## src/rtl/fwd_layer_engine.sv

```systemverilog
// Forward-pass engine for one fully connected layer: one signed MAC per cycle, then shift/activate/saturate per neuron.
// Optional build macro FWD_LAYER_RELU_EN adds ReLU ahead of saturation; undefined keeps signed outputs.
module fwd_layer_engine #(
    parameter int N_IN  = 4,
    parameter int N_OUT = 4,
    parameter int DW    = 8,
    parameter int SHIFT = 2,
    parameter int ACC_W = 2*DW + $clog2(N_IN) + 1
) (
    input  logic                              clk_i,
    input  logic                              rst_i,
    input  logic                              en_i,
    input  logic                              pass_i,
    input  logic                              w_we_i,
    input  logic [$clog2(N_OUT*(N_IN+1))-1:0] w_addr_i,
    input  logic [DW-1:0]                     w_data_i,
    input  logic                              x_we_i,
    input  logic [$clog2(N_IN)-1:0]           x_addr_i,
    input  logic [DW-1:0]                     x_data_i,
    input  logic [$clog2(N_OUT)-1:0]          y_addr_i,
    output logic [DW-1:0]                     y_data_o,
    output logic                              busy_o,
    output logic                              end_o
);

    localparam int W_DEPTH = N_OUT*(N_IN+1);
    localparam int WAW     = $clog2(W_DEPTH);
    localparam int XAW     = $clog2(N_IN);
    localparam int OW      = (N_OUT > 1) ? $clog2(N_OUT) : 1;

    localparam logic [2:0] S_IDLE = 3'd0;
    localparam logic [2:0] S_MAC  = 3'd1;
    localparam logic [2:0] S_ACT  = 3'd2;
    localparam logic [2:0] S_DONE = 3'd3;
    localparam logic [2:0] S_WAIT = 3'd4;

    localparam logic [OW-1:0]  O_LAST = OW'(N_OUT-1);
    localparam logic [XAW-1:0] I_LAST = XAW'(N_IN-1);

    localparam logic signed [ACC_W-1:0] SAT_HI = ACC_W'((2**(DW-1)) - 1);
    localparam logic signed [ACC_W-1:0] SAT_LO = ~SAT_HI;

    logic [2:0]               state_q, state_d;
    logic [OW-1:0]            o_q, o_d;
    logic [XAW-1:0]           i_q, i_d;
    logic signed [ACC_W-1:0]  acc_q, acc_d;
    logic signed [DW-1:0]     y_q [N_OUT];
    logic signed [DW-1:0]     y_d [N_OUT];
    logic signed [DW-1:0]     w_mem_q [W_DEPTH];
    logic signed [DW-1:0]     w_mem_d [W_DEPTH];
    logic signed [DW-1:0]     x_mem_q [N_IN];
    logic signed [DW-1:0]     x_mem_d [N_IN];

    logic [OW-1:0]            o_nxt;
    logic [WAW-1:0]           bias_idx;
    logic [WAW-1:0]           w_idx;
    logic signed [ACC_W-1:0]  bias_acc;
    logic signed [2*DW-1:0]   prod;
    logic signed [ACC_W-1:0]  prod_ext;

    function automatic logic signed [DW-1:0] act_sat(input logic signed [ACC_W-1:0] t);
        logic signed [ACC_W-1:0] v;
        v = t;
`ifdef FWD_LAYER_RELU_EN
        if (v[ACC_W-1]) v = '0;
`endif
        if (v > SAT_HI)      act_sat = SAT_HI[DW-1:0];
        else if (v < SAT_LO) act_sat = SAT_LO[DW-1:0];
        else                 act_sat = v[DW-1:0];
    endfunction

    assign busy_o   = (state_q == S_MAC) || (state_q == S_ACT) || (state_q == S_DONE);
    assign end_o    = (state_q == S_DONE);
    assign y_data_o = y_q[y_addr_i];

    // Host-side buffer writes are locked out while a pass is running.
    always_comb begin
        w_mem_d = w_mem_q;
        x_mem_d = x_mem_q;
        if (!busy_o) begin
            if (w_we_i && ({1'b0, w_addr_i} < (WAW+1)'(W_DEPTH))) w_mem_d[w_addr_i] = $signed(w_data_i);
            if (x_we_i) x_mem_d[x_addr_i] = $signed(x_data_i);
        end
    end

    // Operand fetch: the bias index points at the neuron about to be started.
    always_comb begin
        o_nxt    = ((state_q == S_ACT) && (o_q != O_LAST)) ? o_q + OW'(1) : '0;
        bias_idx = WAW'(N_OUT*N_IN) + WAW'(o_nxt);
        bias_acc = ACC_W'(w_mem_q[bias_idx]) <<< SHIFT;
        w_idx    = WAW'(o_q) * WAW'(N_IN) + WAW'(i_q);
        prod     = (2*DW)'(w_mem_q[w_idx]) * (2*DW)'(x_mem_q[i_q]);
        prod_ext = ACC_W'(prod);
    end

    always_comb begin
        state_d = state_q;
        o_d     = o_q;
        i_d     = i_q;
        acc_d   = acc_q;
        y_d     = y_q;
        if (en_i) begin
            case (state_q)
                S_IDLE: begin
                    if (pass_i) begin
                        acc_d   = bias_acc;
                        o_d     = '0;
                        i_d     = '0;
                        state_d = S_MAC;
                    end
                end
                S_MAC: begin
                    acc_d = acc_q + prod_ext;
                    if (i_q == I_LAST) state_d = S_ACT;
                    else               i_d = i_q + XAW'(1);
                end
                S_ACT: begin
                    y_d[o_q] = act_sat(acc_q >>> SHIFT);
                    if (o_q == O_LAST) begin
                        state_d = S_DONE;
                    end else begin
                        o_d     = o_q + OW'(1);
                        i_d     = '0;
                        acc_d   = bias_acc;
                        state_d = S_MAC;
                    end
                end
                S_DONE: state_d = S_WAIT;
                // Hold here until the sequencer drops its level, so a held pass_i cannot re-trigger.
                S_WAIT: if (!pass_i) state_d = S_IDLE;
                default: state_d = S_IDLE;
            endcase
        end
    end

    always_ff @(posedge clk_i) begin
        if (rst_i) begin
            state_q <= S_IDLE;
            o_q     <= '0;
            i_q     <= '0;
            acc_q   <= '0;
            for (int k = 0; k < N_OUT; k++) y_q[k] <= '0;
        end else begin
            state_q <= state_d;
            o_q     <= o_d;
            i_q     <= i_d;
            acc_q   <= acc_d;
            y_q     <= y_d;
        end
    end

    always_ff @(posedge clk_i) begin
        w_mem_q <= w_mem_d;
        x_mem_q <= x_mem_d;
    end

endmodule

```

## config.mk

```make
export PLATFORM = sky130hd
export DESIGN_NAME = fwd_layer_engine
export DESIGN_NICKNAME = d
export VERILOG_FILES = /design/src/rtl/fwd_layer_engine.sv
export SDC_FILE = /design/constraint.sdc
export NUM_CORES = 1
export LEC_CHECK = 0
export ABC_AREA = 1
export CORE_MARGIN = 5
export CORE_UTILIZATION = 62
export CTS_CLUSTER_SIZE = 25
export DETAILED_ROUTE_END_ITERATION = 6
export GPL_TIMING_DRIVEN = 0
export PLACE_DENSITY_LB_ADDON = 0.1
export SYNTH_ARGS = -nofsm -noshare
export SYNTH_HDL_FRONTEND = slang
export SYNTH_SLANG_ARGS = --single-unit
```

## constraint.sdc

```tcl
create_clock -name clk_i -period 15.3 [get_ports clk_i]
set_input_delay 3.06 -clock clk_i [delete_from_list [all_inputs] [get_ports clk_i]]
set_output_delay 3.06 -clock clk_i [all_outputs]
set_load 0.05 [all_outputs]
```

==> results.toml <==
[synthesis]
synth_cell_type_count = 53
synth_xor_area_frac = 0.00373
yosysMostFrequentCell = "nor2_1"
synth_flop_cell = "edfxtp_1"
yosys-top-cells-area = "edfxtp_1 41%, fa_1 12%, dfxtp_1 8.2%"
synthMuxAreaShare = 0
synth_edf_count = 192
synthAdderAreaFrac = 0.163
syn-cell-area_um2 = 14100
async_flop_share = 0
synthesis.instances = 1391
yosysTopAreaCell = "edfxtp_1"
synth_top_family_by_area = "adder cells"
ys_seq_elements = 250
yosys_warnings = 0
synth_compound_area_frac = 0.128
synth_top_area_share = 0.409
synth_fp_nets = 1555
yosys-top-cells-count = "204 x nor2_1, 192 x edfxtp_1, 183 x inv_1"
synth-simple-area-share = 0.140
yosysSeqAreaShare = 0.492
syn_avg_cell_area_um2 = 10.1

[critical_path]
worst_setup_path_start_kind = "input pin"
worstPathCellList = "clkdlybuf4s50_1, inv_1, clkbuf_1, o21ai_0, o22ai_1, clkdlybuf4s50_1"
required_ps = 12240
crit_path_top_delay_cell = "clkdlybuf4s50_1"
critPathMaxStageDelay_ps = 840
crit_type = "input pin to output port"
r2r_setup_slack_ps = 9020
worst_ep_arrival_time_ps = 5520
path_max_fanout = 10
critPathCaptureType = "output port"
crit_path_frequent_cell = "clkdlybuf4s50_1"

[finish]
layout.area.seq_um2 = 6930
num_antenna_cells = 0
syn_to_final_growth_pct = 11.3
multi_input_area_um2 = 6130
final_cells = 1760
drive_gt1_frac = 0.0868
final_nets = 1622
fill_cells = 1692

[clock_tree]
clkLatencyLatePin_ps = 540
clkTransAtPathRegs_ps = 60
h-tree-depth = 1
clkSinkCount = 250
post-cts-setup-buffers = 0
clockRootBuffer = "clkbuf_16"
clk_path_buf_depth = 3
cts_tree = "done"
ctsHoldBuffers = 0
cts_made_buffers = 26
ctsResizeCount = 0

[global_routing]
grt-ovfl-total = 0
grt_pass1_vias = 10230
grt_usage = 0.266
grt_antenna_before_repair = 0
grt_pass1_wl_mm = 54.9
grt_max_degree = 21

[die]
core_area_um2 = 22500
die_w_um = 161
io_pins = 41
fp.dieH_um = 161
fp.dieArea_um2 = 25800
rows = 55
initial_core_util = 0.626

[drt]
ant_nets = 0
via_per_inst = 5.84
drc = 0
drtPass1Iterations = 5
routedWlPerCell_um = 19.4
drt-initial-drc-count = 961
wl_mm = 34.1
vias = 10280

[sta]
finalCriticalPeriod_ps = 8580
maxSlewHeadroom = 0.0882
post-route-period-util = 0.561
maxSlewViolCount = 0
rsz0062_at_grt = "no"
setup_viol = 0
skew_ps = 17.8
setup-tns-final_ps = 0
worst_slack_ps = 6720
fmax_mhz = 117
worst_pin_slew_ps = 1360
hold_viol = 0

[outcome]
status = "finished clean"

[placed_design]
dp_slack_ps = 6780
gp_congestion = 0.922
dp_hpwl_mm = 24.8
place_inst = 1715
io_buffers = 39

[power]
power_frac_seq = 0.221
power_report.internal_total_mw = 1.89
irDropWorstVdd_v = 0.000225
swShare = 0.456
power_frac_comb = 0.601
total_power_mw = 3.47
p_sw_mw = 1.58
p_per_area_nw_per_um2 = 222
clkPwrFrac = 0.179
p_leak_nw = 6.56

[worst_hold_path]
holdCritPathClass = "flip-flop to flip-flop"

[job]
maxCapViolCount = 0
path summary, 6_finish.rpt:
path,to,start,cells past startpoint
max,y_data_o[5],y_addr_i[0],6
min reg2reg,acc_q[0]$_SDFFE_PP0P_,acc_q[0]$_SDFFE_PP0P_,2
max reg2reg,acc_q[18]$_SDFFE_PP0P_,o_q[0]$_SDFFE_PP0P_,27
min,acc_q[0]$_SDFFE_PP0P_,acc_q[0]$_SDFFE_PP0P_,2
kinds of logic after synthesis:
| kind of cell | Yosys count |
|---|---|
| flops | 250 |
| xor+xnor | 6 |
| buf+inv | 250 |
| simple gates | 456 |
| fa+ha+maj | 133 |
| compound gates | 296 |
final cells by class:
class,count,area share
inverters,201,0.0485
well taps,285,0.0228
multi-input cells,891,0.391
repair buffers,39,0.0249
plain buffers,49,0.0172
flip-flops and latches,250,0.442
clock inverters,16,0.0113
clock buffers,29,0.0422
metal layers:
metal  part of all wire  vias up  track usage
li1                   -     4809            -
met1               0.43     4990        0.390
met2               0.47      421        0.430
met3              0.080       60       0.0367
met4              0.019        0       0.0617
met5                  0        -            0
state kept, by name, indices dropped and copies added, names as in the netlist:
| register | count |
|---|---|
| w_mem_q | 160 |
| x_mem_q | 32 |
| y_q | 32 |
| acc_q | 19 |
| state_q | 3 |
| i_q | 2 |
| o_q | 2 |
stage by stage:
| stage | area (um2) | utilization | hold WS, ps |
|---|---|---|---|
| after detailed placement | 14800 | 0.659 | 465 |
| final | 15700 | 0.697 | 482 |
| after global placement | 14800 | 0.659 | 457 |
| after global routing | 15700 | 0.697 | 491 |
| after floorplan | 14100 | - | 448 |
| after CTS | 15700 | 0.696 | 475 |
worst max-delay path, delay by kind of cell:
| kind | cells | cell delay, ps |
|---|---|---|
| AO/OA/AOI/OAI | 2 | 340 |
| buffers and inverters | 4 | 2120 |
power groups by stage:
| stage | registers, mW | logic [mW] | clock network, mW |
|---|---|---|---|
| final | 0.766 | 2.09 | 0.621 |
| after global routing | 0.768 | 2.42 | 0.654 |
| after CTS | 0.766 | 2.08 | 0.625 |
| after detailed placement | 0.780 | 2.06 | 0 |
| after global placement | 0.780 | 2.01 | 0 |
| after floorplan | 0.773 | 1.59 | 0 |
layout by cell type, fill, tap and decap left out, drive strengths merged, types with 12 or more instances in the layout:
| cell type | n |
|---|---|
| nand2 | 174 |
| ha | 49 |
| clkinv | 13 |
| o21bai | 28 |
| edfxtp | 192 |
| buf | 36 |
| or2 | 12 |
| dfxtp | 58 |
| o211ai | 17 |
| a21oi | 50 |
| fa | 84 |
| clkbuf | 42 |
| nand3 | 41 |
| inv | 199 |
| o221ai | 21 |
| o21ai | 151 |
| nor2 | 209 |
| clkdlybuf4s50 | 39 |
| o22ai | 16 |
No activity file was read; power rests on OpenSTA's default activity.
